**src/rtl/control_sequencer_if.sv**
```systemverilog
// Memory beat bus between control_sequencer (master) and the memory port (slave).
// The beat width follows MEMORY_BUS_WIDTH; beat_index is at least one bit wide.
interface control_sequencer_if #(
  parameter int MEMORY_BUS_WIDTH = 8
);
  localparam int BEATS  = 32 / MEMORY_BUS_WIDTH;
  localparam int BEAT_W = (BEATS > 1) ? $clog2(BEATS) : 1;

  // Handshake: a beat completes in every cycle where memory_request and
  // memory_ready are both high; memory_ready alone carries no meaning.
  logic                        memory_request;
  logic                        memory_write;
  logic                        memory_address_select;
  logic                        memory_ready;
  logic [MEMORY_BUS_WIDTH-1:0] memory_read_data;
  logic [BEAT_W-1:0]           beat_index;

  modport master (
    output memory_request,
    output memory_write,
    output memory_address_select,
    output beat_index,
    input  memory_ready,
    input  memory_read_data
  );

  modport slave (
    input  memory_request,
    input  memory_write,
    input  memory_address_select,
    input  beat_index,
    output memory_ready,
    output memory_read_data
  );
endinterface

```
**src/rtl/control_sequencer.sv**
```systemverilog
// Multi-cycle RV32I control sequencer: fetches over a narrow beat bus and steps
// FETCH/DECODE/EXECUTE/MEMORY/WRITEBACK. Define CONTROL_SEQUENCER_HALT_EN to stop on EBREAK/unknown opcodes.
module control_sequencer #(
  parameter int MEMORY_BUS_WIDTH = 8
) (
  input  logic                       clock,
  input  logic                       reset,
  control_sequencer_if.master        mem,
  output logic [31:0]                instruction,
  output logic                       branch,
  output logic                       alu_operand_1_source,
  output logic                       alu_operand_2_source,
  output logic [3:0]                 alu_operation,
  output logic                       memory_write_enable,
  output logic                       register_write_enable,
  output logic [1:0]                 register_write_data_source,
  output logic                       program_counter_write_enable,
  output logic                       halted,
  output logic [2:0]                 debug_state
);
  localparam int                BEATS     = 32 / MEMORY_BUS_WIDTH;
  localparam int                BEAT_W    = (BEATS > 1) ? $clog2(BEATS) : 1;
  localparam logic [BEAT_W-1:0] LAST_BEAT = BEAT_W'(BEATS - 1);

  localparam logic [6:0] OPC_OP     = 7'b0110011;
  localparam logic [6:0] OPC_OP_IMM = 7'b0010011;
  localparam logic [6:0] OPC_LOAD   = 7'b0000011;
  localparam logic [6:0] OPC_STORE  = 7'b0100011;
  localparam logic [6:0] OPC_BRANCH = 7'b1100011;
  localparam logic [6:0] OPC_JAL    = 7'b1101111;
  localparam logic [6:0] OPC_JALR   = 7'b1100111;
  localparam logic [6:0] OPC_AUIPC  = 7'b0010111;
  localparam logic [6:0] OPC_LUI    = 7'b0110111;

  // debug_state encoding: 0 FETCH, 1 DECODE, 2 EXECUTE, 3 MEMORY, 4 WRITEBACK, 5 HALTED
  typedef enum logic [2:0] {
    S_FETCH     = 3'd0,
    S_DECODE    = 3'd1,
    S_EXECUTE   = 3'd2,
    S_MEMORY    = 3'd3,
    S_WRITEBACK = 3'd4
`ifdef CONTROL_SEQUENCER_HALT_EN
    , S_HALTED  = 3'd5
`endif
  } state_e;

  state_e            state_q, state_d;
  logic [BEAT_W-1:0] beat_q, beat_d;
  logic [31:0]       instr_q, instr_d;
  logic [6:0]        opcode;
  logic [2:0]        funct3;
  logic              in_beat_state;
  logic              beat_done;
  logic              last_beat_done;
  logic              known_opcode;

  assign opcode         = instr_q[6:0];
  assign funct3         = instr_q[14:12];
  assign in_beat_state  = (state_q == S_FETCH) || (state_q == S_MEMORY);
  assign beat_done      = in_beat_state && mem.memory_ready;
  assign last_beat_done = beat_done && (beat_q == LAST_BEAT);

  always_comb begin
    unique case (opcode)
      OPC_OP, OPC_OP_IMM, OPC_LOAD, OPC_STORE, OPC_BRANCH,
      OPC_JAL, OPC_JALR, OPC_AUIPC, OPC_LUI: known_opcode = 1'b1;
      default:                                known_opcode = 1'b0;
    endcase
  end

  always_ff @(posedge clock or posedge reset) begin
    if (reset) begin
      state_q <= S_FETCH;
      beat_q  <= '0;
      instr_q <= 32'h0000_0013;
    end else begin
      state_q <= state_d;
      beat_q  <= beat_d;
      instr_q <= instr_d;
    end
  end

  always_comb begin
    state_d = state_q;
    beat_d  = beat_q;
    instr_d = instr_q;
    if (beat_done) begin
      beat_d = (beat_q == LAST_BEAT) ? '0 : beat_q + BEAT_W'(1);
    end
    if (beat_done && (state_q == S_FETCH)) begin
      for (int b = 0; b < BEATS; b++) begin
        if (beat_q == BEAT_W'(b)) begin
          instr_d[b*MEMORY_BUS_WIDTH +: MEMORY_BUS_WIDTH] = mem.memory_read_data;
        end
      end
    end
    case (state_q)
      S_FETCH:     if (last_beat_done) state_d = S_DECODE;
      S_DECODE:    state_d = S_EXECUTE;
      S_EXECUTE: begin
        if ((opcode == OPC_LOAD) || (opcode == OPC_STORE)) begin
          state_d = S_MEMORY;
        end else begin
`ifdef CONTROL_SEQUENCER_HALT_EN
          state_d = known_opcode ? S_WRITEBACK : S_HALTED;
`else
          state_d = S_WRITEBACK;
`endif
        end
      end
      S_MEMORY:    if (last_beat_done) state_d = S_WRITEBACK;
      S_WRITEBACK: state_d = S_FETCH;
      default:     state_d = state_q;
    endcase
  end

  always_comb begin
    mem.memory_request           = in_beat_state && !reset;
    mem.memory_write             = 1'b0;
    mem.memory_address_select    = 1'b0;
    branch                       = 1'b0;
    alu_operand_1_source         = 1'b0;
    alu_operand_2_source         = 1'b0;
    alu_operation                = 4'b0000;
    memory_write_enable          = 1'b0;
    register_write_enable        = 1'b0;
    register_write_data_source   = 2'd0;
    program_counter_write_enable = 1'b0;
    case (state_q)
      S_EXECUTE: begin
        case (opcode)
          OPC_OP:     alu_operation = {instr_q[30], funct3};
          OPC_OP_IMM: begin
            alu_operand_2_source = 1'b1;
            alu_operation        = {(funct3 == 3'b101) ? instr_q[30] : 1'b0, funct3};
          end
          OPC_LOAD, OPC_STORE, OPC_JALR: alu_operand_2_source = 1'b1;
          OPC_BRANCH: begin
            alu_operation = 4'b1000;
            branch        = 1'b1;
          end
          OPC_JAL, OPC_AUIPC: begin
            alu_operand_1_source = 1'b1;
            alu_operand_2_source = 1'b1;
          end
          default: ;
        endcase
      end
      S_MEMORY: begin
        mem.memory_address_select = 1'b1;
        mem.memory_write          = (opcode == OPC_STORE);
        memory_write_enable       = (opcode == OPC_STORE);
      end
      S_WRITEBACK: begin
        program_counter_write_enable = 1'b1;
        case (opcode)
          OPC_OP, OPC_OP_IMM, OPC_AUIPC: register_write_enable = 1'b1;
          OPC_LUI: begin
            register_write_enable      = 1'b1;
            register_write_data_source = 2'd1;
          end
          OPC_LOAD: begin
            register_write_enable      = 1'b1;
            register_write_data_source = 2'd2;
          end
          OPC_JAL, OPC_JALR: begin
            register_write_enable      = 1'b1;
            register_write_data_source = 2'd3;
          end
          default: ;
        endcase
      end
      default: ;
    endcase
  end

  assign mem.beat_index = beat_q;
  assign instruction    = instr_q;
  assign debug_state    = state_q;
`ifdef CONTROL_SEQUENCER_HALT_EN
  assign halted = (state_q == S_HALTED);
`else
  assign halted = 1'b0 & known_opcode;
`endif
endmodule

```
**src/flat_wrapper.sv**
```systemverilog
// flat-port wrapper written by rule: the top's interface ports become plain ports
module control_sequencer_flat 
#(
  parameter int MEMORY_BUS_WIDTH = 8
)
  (clock, reset, instruction, branch, alu_operand_1_source, alu_operand_2_source, alu_operation, memory_write_enable, register_write_enable, register_write_data_source, program_counter_write_enable, halted, debug_state, mem_memory_request, mem_memory_write, mem_memory_address_select, mem_beat_index, mem_memory_ready, mem_memory_read_data);
  control_sequencer_if #(.MEMORY_BUS_WIDTH(MEMORY_BUS_WIDTH)) mem_i ();
  input  logic clock;
  input  logic reset;
  output logic [31:0] instruction;
  output logic branch;
  output logic alu_operand_1_source;
  output logic alu_operand_2_source;
  output logic [3:0] alu_operation;
  output logic memory_write_enable;
  output logic register_write_enable;
  output logic [1:0] register_write_data_source;
  output logic program_counter_write_enable;
  output logic halted;
  output logic [2:0] debug_state;
  output wire logic [$bits(mem_i.memory_request)-1:0] mem_memory_request;
  output wire logic [$bits(mem_i.memory_write)-1:0] mem_memory_write;
  output wire logic [$bits(mem_i.memory_address_select)-1:0] mem_memory_address_select;
  output wire logic [$bits(mem_i.beat_index)-1:0] mem_beat_index;
  input wire logic [$bits(mem_i.memory_ready)-1:0] mem_memory_ready;
  input wire logic [$bits(mem_i.memory_read_data)-1:0] mem_memory_read_data;
  assign mem_memory_request = mem_i.memory_request;
  assign mem_memory_write = mem_i.memory_write;
  assign mem_memory_address_select = mem_i.memory_address_select;
  assign mem_beat_index = mem_i.beat_index;
  assign mem_i.memory_ready = mem_memory_ready;
  assign mem_i.memory_read_data = mem_memory_read_data;
  control_sequencer #(.MEMORY_BUS_WIDTH(MEMORY_BUS_WIDTH)) u_core (.clock(clock), .reset(reset), .mem(mem_i), .instruction(instruction), .branch(branch), .alu_operand_1_source(alu_operand_1_source), .alu_operand_2_source(alu_operand_2_source), .alu_operation(alu_operation), .memory_write_enable(memory_write_enable), .register_write_enable(register_write_enable), .register_write_data_source(register_write_data_source), .program_counter_write_enable(program_counter_write_enable), .halted(halted), .debug_state(debug_state));
endmodule
```
**config.mk**
```make
export PLATFORM = sky130hd
export DESIGN_NAME = control_sequencer_flat
export DESIGN_NICKNAME = d
export VERILOG_FILES = /design/src/rtl/control_sequencer_if.sv /design/src/rtl/control_sequencer.sv /design/src/flat_wrapper.sv
export SDC_FILE = /design/constraint.sdc
export NUM_CORES = 1
export LEC_CHECK = 0
export CORE_MARGIN = 8
export CORE_UTILIZATION = 30
export CTS_BUF_LIST = sky130_fd_sc_hd__clkbuf_16
export CTS_CLUSTER_DIAMETER = 60
export CTS_CLUSTER_SIZE = 12
export DETAILED_ROUTE_END_ITERATION = 8
export PLACE_DENSITY = 0.68
export SLEW_MARGIN = 20
export SYNTH_ARGS = -nofsm -noshare
export SYNTH_HDL_FRONTEND = slang
export SYNTH_SLANG_ARGS = --single-unit
```
**constraint.sdc**
```tcl
create_clock -name clock -period 2.2 [get_ports clock]
set_input_delay 0.33 -clock clock [delete_from_list [all_inputs] [get_ports clock]]
set_output_delay 0.33 -clock clock [all_outputs]
set_load 0.05 [all_outputs]
```
==> results of run 1 <==
## per-stage QoR
stage / worst slack, ns / TNS (ns) / area [µm²] / hold slack, ns / utilization (%)
floorplan: -0.168 / -0.168 / 1890 / 0.462 / -
global placement: 0.269 / 0 / 2730 / 0.489 / 46.3
detailed placement: 0.229 / 0 / 2730 / 0.494 / 46.3
CTS: 0.00833 / 0 / 2860 / 0.503 / 48.6
global route: -0.00444 / -0.00444 / 2890 / 0.513 / 49.0
finish: 0.0516 / 0 / 2890 / 0.500 / 49.0
## flip-flops by register name, summed over array words and instances, names as in the netlist
| register | cells |
|---|---|
| u_core.instruction | 32 |
| u_core.mem.beat_index | 2 |
| u_core.debug_state | 3 |
## what timing repair did
item / in CTS / in global routing
gates cloned: 0 / 0
pin swaps: 1 / 1
gates resized for setup: 0 / 5
hold buffers: 0 / 0
setup endpoints to repair: 1 / 6
buffers inserted: 0 / 1
## metal layers
metal / wire (µm) / track usage, % / share of wire, %
met1: 2000 / 12.6 / 41
met2: 2380 / 17.9 / 49
met3: 419 / 5.52 / 8.7
met4: 44 / 4.23 / 0.91
met5: 0 / 0 / 0
## placed cells by master, fill, tap and decap left out, types with 5 or more instances in the layout
cell             Yosys  layout
inv_1                5       7
dfrtp_1             34      31
buf_4                2       7
clkbuf_16            0       5
nand2_2              4       5
buf_12               0      13
nand2_1              6       5
mux2_2              32      32
clkdlybuf4s50_1      0      47
## cell families (layout without fill, tap and decap cells)
family	Yosys count	count (layout)	share of synthesized area [%]
and+or+nand+nor	44	44	16.4
DFF	37	37	51.1
muxes	34	34	21.0
AOI/OAI and AO/OA	12	12	5.02
buffers and inverters	10	81	3.03
adders and majority gates	4	4	2.75
other	1	1	0.206
xor gates and xnor gates	1	1	0.482
## worst paths after layout
path,cells after the start,end,startpoint
hold / removal,1,u_core.instruction[22],u_core.instruction[22]
hold reg to reg,1,u_core.instruction[22],u_core.instruction[22]
setup / recovery,4,register_write_data_source[0],u_core.instruction[0]
max in group asynchronous,3,u_core.instruction[1],reset
setup reg to reg,4,u_core.instruction[29],u_core.debug_state[2]
min in group asynchronous,3,u_core.debug_state[2],reset
## cell usage after synthesis, drive strengths merged
library cell,instances
nor3b,2
dfrtp,34
a22oi,1
nand4bb,1
inv,5
conb,1
a211oi,1
and3,2
dfstp,3
or2,1
or3b,1
and2,3
xor2,1
buf,5
nor2,7
nor4b,1
o2bb2a,1
and3b,3
nand3b,1
nor3,3
a311oi,1
or3,3
nor2b,2
ha,4
a31oi,1
a221o,2
o211ai,1
mux2,34
a21oi,3
or4,3
a221oi,1
nand2,10
nand2b,1
## final cells by class
type / count / area [µm²]
clock buffer: 5 / 125
multi-input combinational: 96 / 915
clock inverter: 3 / 11.3
sequential: 37 / 933
tap: 75 / 93.8
fill: 539 / 3000
timing repair buffer: 68 / 788
inverter: 5 / 18.8
==> results.md, run 1 <==
* Final slew viol count at 0
* Core Region at 5890 µm²
* NumNets Final at 228
* TritonRoute pass-1 iters at 4
* Critical-path top delay cell: dfstp_2
* N_diodes at 0
* Crit path capture type: output port
* Synthesized area at 1820 µm²
* Placer congestion estimate at 0.774
* Synth unique cells at 37
* CTS root buf: clkbuf_16
* Chip Height at 93.9 µm
* Largest net degree at the start of global routing at 38
* 1st-iter DRT viols at 61
* Antenna violations before repair at 0
* Post-DP HPWL at 3660 µm
* Starting Density at 30.9%
* Setup Skew at 0.00221 ns
* Arrival @ worst endpoint at 1.82 ns
* Final Hold Fails at 0
* Vias at 1391
* Post-Layout Cell Count at 289
* I/O pins at 64
* Top post-synthesis cells by area: dfrtp_1 (47%), mux2_2 (20%), dfstp_2 (4.3%)
* Layout cell share with drive strength beyond 1 at 40.2%
* Status: finished, final reports clean
* DRC Markers at 0
* Mapped Nets at 158
* Slew headroom at 63.9%
* Dpl cells at 280
* CTS Buf Count at 5
* P&R area growth vs syn at 58.6%
* CP Launch Type: flip-flop
* F_max at 465 MHz
* Unrepaired setup endpoints after global routing: yes
* CTS tree: built
* Share of the synthesized area in the top cell type at 46.8%
* Crit-path max FO at 5
* Worst skew pair latency at 0.28 ns
* Routed WL at 4840 µm
* Vias in the first global route at 1447
* Reg clk slew, reported paths at 0.05 ns
* Register area share after synthesis at 51.1%
* CP required at 1.87 ns
* Bufs and invs on worst path at 1
* Die ar. at 8810 µm²
* I/O Buffers at 62
* Crit-path cells: nand2_2, or4_1, a21oi_2, buf_12
* Final Cycle Share at 97.7%
* CTS Buffer Depth at 2
* Rows at 28
* Routed Antenna Nets at 0
* CTS sink cnt at 37
* First-pass GRT wire length at 7620 µm
* Vias/cell at 4.81
* CP top delay family: flip-flops
* # Max-Cap Violations at 0
* Hold Crit Class: reg -> reg
* Warnings from Yosys at 0
* Die width at 93.9 µm
* Reg2reg setup slack at 0.44 ns
* CP Class: reg -> out
* Area leader, netlist: dfrtp_1
* Worst-margin pin slew at 0.540 ns
* Syn Inst Count at 143
* Fin crit period at 2.15 ns
* Congestion Overflow GR at 0
* Setup violators final at 0
* Wire per inst at 16.7 µm
* Synthesized flop and latch total at 37
* Crit-path max cell delay at 0.60 ns
* # H-tree levels at 2
* Total Routing Usage GR at 11.2%
* Mapped Avg Cell Area at 12.7 µm²
Power of run 1 is not shown: default switching activity piles up to over one toggle a cycle in this logic, so the estimate is an artifact.
==> run 2, diff against run 1 <==
- CORE_UTILIZATION: 30 -> 45
- PLACE_DENSITY: 0.68 -> 0.91
==> results.md, run 2 (same netlist as run 1, synthesis figures left out) <==
* Slew headroom at 63.6% (-0.22 points)
* Worst-case reg-to-reg path depth at 4 (unchanged)
* Reg2reg setup slack at 0.48 ns (+0.04 ns)
* Die ar. at 6330 µm² (-28%)
* CTS root buf: clkbuf_16
* Antenna violations before repair at 0 (unchanged)
* Total Routing Usage GR at 16.7% (+5.5 points)
* Congestion Overflow GR at 0 (unchanged)
* Vias at 1392 (+0.072%)
* Crit-path cells: nand4bb_4, nor3_2, and2_1, buf_12
* Most frequent cells in the layout: clkdlybuf4s50_1 (46), mux2_2 (32), dfrtp_1 (31)
* Hold worst-path end: u_core.instruction[7]
* Fin worst setup slack at 0.0533 ns (+0.00174 ns)
* Reg2reg end: u_core.instruction[29]
* Final Hold Fails at 0 (unchanged)
* CP top delay family: simple AND/OR/NAND/NOR gates
* CP Launch Type: flip-flop
* Final slew viol count at 0 (unchanged)
* Placer congestion estimate at 0.772 (-0.23%)
* Reg clk slew, reported paths at 0.06 ns (about the same)
* Hold path depth at 1 (unchanged)
* Setup Skew at 0.00346 ns (+0.00125 ns)
* Largest net degree at the start of global routing at 38 (unchanged)
* Status: finished, final reports clean
* Arrival @ worst endpoint at 1.82 ns (about the same)
* Setup violators final at 0 (unchanged)
* Vias in the first global route at 1557 (+7.6%)
* Pre-CTS setup slack at 0.229 ns (+0.0000810 ns)
* CTS tree: built
* TritonRoute pass-1 iters at 4 (unchanged)
* 1st-iter DRT viols at 56 (-8.2%)
* FF+latch area at 933 µm² (unchanged)
* Core Region at 3940 µm² (-33%)
* CTS Buf Count at 5 (unchanged)
* Layout cell share with drive strength beyond 1 at 41.9% (+1.7 points)
* I/O pins at 64 (unchanged)
* Crit-path max cell delay at 0.46 ns (-0.14 ns)
* Chip Height at 79.6 µm (-15%)
* Fin crit period at 2.15 ns (-0.00174 ns)
* Critical-path top delay cell: dfrtp_1
* Worst skew pair latency at 0.28 ns (about the same)
* Crit path capture type: output port
* CP required at 1.87 ns (about the same)
* Final Cycle Share at 97.6% (about the same)
* Worst Hold Launch: u_core.instruction[7]
* F_max at 466 MHz (about the same)
* Routed Antenna Nets at 0 (unchanged)
* Rows at 23 (-18%)
* Fillers at 265 (-51%)
* Vias/cell at 5.25 (+9.1%)
* I/O Buffers at 62 (unchanged)
* CTS sink cnt at 37 (unchanged)
* Bufs and invs on worst path at 1 (unchanged)
* P&R area growth vs syn at 58.8%
* Post-DP HPWL at 3490 µm (-4.5%)
* # H-tree levels at 2 (unchanged)
* CTS Buffer Depth at 2 (unchanged)
* DRC Markers at 0 (unchanged)
* Unrepaired setup endpoints after global routing: yes
* Crit-path max FO at 8 (+3)
* NumNets Final at 229 (+0.44%)
* N_diodes at 0 (unchanged)
* Worst-margin pin slew at 0.544 ns (+0.00331 ns)
* Starting Density at 46.1% (+15 points)
* # Max-Cap Violations at 0 (unchanged)
* Max reg flops at 32 (unchanged)
* Routed WL at 4850 µm (+0.27%)
* Die width at 79.6 µm (-15%)
* First-pass GRT wire length at 8170 µm (+7.1%)
* Multi-input gate area at 912 µm² (-0.27%)
* Hold Crit Class: reg -> reg
* Commonest non-fill, non-tap cell in the layout: clkdlybuf4s50_1
* CP Class: reg -> out
* Worst R2R Start: u_core.debug_state[2]
* Wire per inst at 18.3 µm (+9.3%)
* Layout Utilization at 73.3% (+24 points)
## run 2: cell count changes in the layout (fill, tap and decap cells not counted), sizes merged
cell           previous run  this run
buf                      20        23
inv                       7         5
bufinv                    0         1
clkbuf                    6         5
clkdlybuf4s50            47        46
clkinvlp                  0         1
## run 2: timing repair
| action | in CTS | in global routing |
|---|---|---|
| endpoints found under the hold margin | 0 | 0 |
| gates cloned | 0 | 0 |
| gates resized for setup | 1 | 4 |
| setup buffers | 1 | 1 |
| endpoints found under the setup margin | 4 | 4 |
| pin swaps | 0 | 2 |
| hold buffers | 0 | 0 |
## run 2: stage by stage
step / cell area [µm²] / hold WS, ns / std cells / TNS [ns]
5_1_grt: 2890 / 0.523 / 265 / -0.0762
4_1_cts: 2870 / 0.505 / 264 / 0
6_report: 2890 / 0.505 / 265 / 0
3_5_place_dp: 2690 / 0.492 / 255 / 0
2_1_floorplan: 1890 / 0.462 / 143 / -0.168
3_3_place_gp: 2690 / 0.474 / 255 / 0
## run 2: area by class of cell
| cell class | count | share of cell area [%] |
|---|---|---|
| clock buffers | 5 | 4.33 |
| clock inverters | 3 | 1.43 |
| inverters | 5 | 0.650 |
| multi-input cells | 96 | 31.6 |
| flip-flops and latches | 37 | 32.3 |
| well taps | 50 | 2.17 |
| repair buffers | 69 | 27.5 |
## run 2: worst max path at each step
stage / from / endpoint / slack (ns) / depth (start not counted)
after floorplan: u_core.debug_state[0] / memory_write_enable / -0.17 / 5
after global placement: mem_memory_ready / u_core.instruction[30] / 0.29 / 4
after detailed placement: mem_memory_ready / u_core.instruction[29] / 0.23 / 4
after CTS: u_core.instruction[1] / alu_operand_2_source / 0.002 / 4
after global routing: u_core.instruction[3] / alu_operation[2] / -0.04 / 4
final: u_core.instruction[3] / alu_operation[2] / 0.05 / 4
## run 2: metal layers
| layer | GRT usage (%) | vias to the layer above | routed length [µm] | share of wire (%) |
|---|---|---|---|---|
| li1 | - | 648 | - | - |
| met1 | 18.2 | 688 | 1990 | 41 |
| met2 | 27.5 | 47 | 2280 | 47 |
| met3 | 8.33 | 9 | 471 | 9.7 |
| met4 | 6.11 | 0 | 112 | 2.3 |
| met5 | 0 | - | 0 | 0 |
Power of run 2 is left out for the same reason.
==> edit: new RTL, settings of run 1 <==
`MEMORY_BUS_WIDTH` is set to 8 in 3 places; all go to 4.
--- a/src/rtl/control_sequencer_if.sv
+++ b/src/rtl/control_sequencer_if.sv
@@ -1,7 +1,7 @@
 // Memory beat bus between control_sequencer (master) and the memory port (slave).
 // The beat width follows MEMORY_BUS_WIDTH; beat_index is at least one bit wide.
 interface control_sequencer_if #(
-  parameter int MEMORY_BUS_WIDTH = 8
+  parameter int MEMORY_BUS_WIDTH = 4
 );
   localparam int BEATS  = 32 / MEMORY_BUS_WIDTH;
   localparam int BEAT_W = (BEATS > 1) ? $clog2(BEATS) : 1;
--- a/src/rtl/control_sequencer.sv
+++ b/src/rtl/control_sequencer.sv
@@ -1,7 +1,7 @@
 // Multi-cycle RV32I control sequencer: fetches over a narrow beat bus and steps
 // FETCH/DECODE/EXECUTE/MEMORY/WRITEBACK. Define CONTROL_SEQUENCER_HALT_EN to stop on EBREAK/unknown opcodes.
 module control_sequencer #(
-  parameter int MEMORY_BUS_WIDTH = 8
+  parameter int MEMORY_BUS_WIDTH = 4
 ) (
   input  logic                       clock,
   input  logic                       reset,
--- a/src/flat_wrapper.sv
+++ b/src/flat_wrapper.sv
@@ -1,7 +1,7 @@
 // flat-port wrapper written by rule: the top's interface ports become plain ports
 module control_sequencer_flat 
 #(
-  parameter int MEMORY_BUS_WIDTH = 8
+  parameter int MEMORY_BUS_WIDTH = 4
 )
   (clock, reset, instruction, branch, alu_operand_1_source, alu_operand_2_source, alu_operation, memory_write_enable, register_write_enable, register_write_data_source, program_counter_write_enable, halted, debug_state, mem_memory_request, mem_memory_write, mem_memory_address_select, mem_beat_index, mem_memory_ready, mem_memory_read_data);
   control_sequencer_if #(.MEMORY_BUS_WIDTH(MEMORY_BUS_WIDTH)) mem_i ();
Ports: changed (resized mem_beat_index and mem_memory_read_data); port bits go from 64 to 61. The function was not compared with the original's and may differ.
==> edit against run 1 <==
  * The run now ends with negative setup slack left
  * Synthesized area increased by 11%
  * Design area increased by 9.8%
  * Global-route usage decreased by 0.13 points
  * Clock skew increased by 0.0023 ns
  * Sequential cell count increased by 1
  * Via count increased by 9.8%
  * Setup slack got worse by 0.25 ns
  * Wire length increased by 7.1%
Power is left out: it rests on default switching activity, and per cell area and clock period it moved more than threefold.
==> edit: results (changes against run 1) <==
Placed design
  – Placer Congestion: 0.731 (was 0.774)
  – Post-DP HPWL: 4000 um (was 3660 um)
  – Port Buffers: 59 (was 62)
  – Dpl cell area: 3000 um^2 (was 2730 um^2)

Setup path
  – CP Max Fanout: 7 (was 5)
  – R2R setup slack: 0.34 ns (was 0.44 ns)
  – Worst reg2reg path endpoint: u_core.instruction[23] (was u_core.instruction[29])
  – Critical Path Start: u_core.instruction[1] (was u_core.instruction[0])
  – FF-to-FF path depth: 4 (unchanged)
  – Reg2reg start: u_core.debug_state[0] (was u_core.debug_state[2])
  – WP data arrival: 2.07 ns (was 1.82 ns)

Synth
  – Most used DFF post-synth: dfrtp_1 (unchanged)
  – Post-synthesis sequential area ratio: 47.5% (was 51.1%)
  – Commonest cells post-synth: dfrtp_1 (35), mux2_2 (17), nand2_1 (9), mux2_1 (8), mux2_4 (8) (was dfrtp_1 (34), mux2_2 (32), nor2_1 (7), nand2_1 (6), inv_1 (5))
  – Syn nets: 179 (was 158)
  – Syn_area_per_cell: 12.1 um^2 (was 12.7 um^2)
  – Unique cell type count in the Yosys netlist: 43 (was 37)
  – Syn. warnings: 0 (unchanged)
  – Ranking of synthesized cells by area: dfrtp_1 (44%), mux2_2 (9.5%), mux2_4 (6.0%), mux2_1 (4.5%), dfstp_2 (3.9%) (was dfrtp_1 (47%), mux2_2 (20%), dfstp_2 (4.3%), ha_1 (2.8%), nand4bb_4 (1.5%))

Timing
  – Rel. slew slack: 63.6% (was 63.9%)
  – Final setup fails: 9 (was 0)
  – Fin worst setup slack: -0.198 ns (was 0.0516 ns)
  – Setup TNS: -1.10 ns (was 0 ns)
  – Clock Skew: 0.00454 ns (was 0.00221 ns)

Global routing
  – GRT Total Usage: 11.1% (was 11.2%)
  – Maximum number of pins on one net before global-route repair: 39 (was 38)
  – Vias in the first global route: 1,669 (was 1,447)
  – Global-route wire length before repair: 8630 um (was 7620 um)
  – Antenna violations before repair: 0 (unchanged)

Routing
  – Met1 Wirelength: 2220 um (was 2000 um)
  – Drt pass-1 iters: 4 (unchanged)
  – DRT Wirelength: 5180 um (was 4840 um)
  – Met3 WL: 338 um (was 419 um)
  – Met2 routed WL: 2610 um (was 2380 um)
  – Vias post-DR: 1,527 (was 1,391)
  – Top sig layer: met4 (unchanged)

CTS
  – Clock H-tree levels: 2 (unchanged)
  – Number of post-CTS setup repair buffers: 0 (unchanged)
  – TritonCTS Buffers: 5 (unchanged)
  – Clk_lat worst skew: 0.28 ns (about the same)
  – Clock Pin Slew Worst Setup and Hold Paths: 0.06 ns

Final layout
  – Largest register FFs: 32 (unchanged)
  – Non-filler instance count after layout: 313 (was 289)
  – Share of layout cells above drive strength 1: 39.9% (was 40.2%)
  – Layout Nets: 245 (was 228)
  – N_diodes: 0 (unchanged)

Hold path
  – Hold path endpoint: u_core.instruction[24] (was u_core.instruction[22])
  – Hold_sp: u_core.instruction[24] (was u_core.instruction[22])
  – Hold WC Path Type: reg2reg (unchanged)
  – Hold Crit Depth: 1 (unchanged)

Status
  – Status: finished, violations left (was finished, final reports clean)
  – Failing checks: negative setup slack
## edit: layout make-up
| class | count | area, um^2 |
|---|---|---|
| Fill cell | 584 | 3480 |
| Multi-Input combinational cell | 111 | 1140 |
| Sequential cell | 38 | 965 |
| Timing Repair Buffer | 70 | 801 |
| Clock buffer | 5 | 125 |
| Tap cell | 80 | 100 |
| Inverter | 6 | 22.5 |
| Clock inverter | 3 | 16.3 |
## edit: critical path, stage by stage, from the launching register on
cell       delay (ns)
dfstp_4          0.63
nand2_4          0.05
or4b_4           0.50
buf_12           0.17
a2111oi_4        0.25
buf_12           0.18
## edit: logic make-up (layout without fill, tap and decap cells)
family	after synthesis	count (layout)	share of synthesized area, %
buffers and inverters	17	84	4.48
other	1	1	0.186
adders and majority gates	6	6	3.73
xor gates and xnor gates	1	1	0.435
and+or+nand+nor	52	52	17.4
muxes	35	35	21.0
DFF	38	38	47.5
AOI/OAI and AO/OA	16	16	5.35
## edit: per-layer routing
metal	global-route usage, %	up-vias
li1	-	723
met1	12.3	760
met2	19.0	40
met3	4.62	4
met4	3.24	0
met5	0	-
## edit: through the flow
stage | setup slack [ns] | hold WS [ns]
floorplan | -0.222 | 0.465
global placement | 0.0302 | 0.467
detailed placement | 0.0132 | 0.478
CTS | -0.206 | 0.493
global route | -0.258 | 0.510
finish | -0.198 | 0.489
## edit: repair_timing
item	in CTS	in global routing
endpoints found under the setup margin	9	9
resized for setup	4	2
hold buffers	0	0
pin swaps	3	3
## edit: how the worst max path moves through the flow
stage                                  end  slack [ns]  depth (start not counted)
after detailed placement            branch        0.01                          5
after floorplan                     branch       -0.22                          4
final                     alu_operation[3]       -0.20                          5
after global routing      alu_operation[3]       -0.26                          5
after global placement              branch        0.03                          5
after CTS                 alu_operation[3]       -0.21                          5
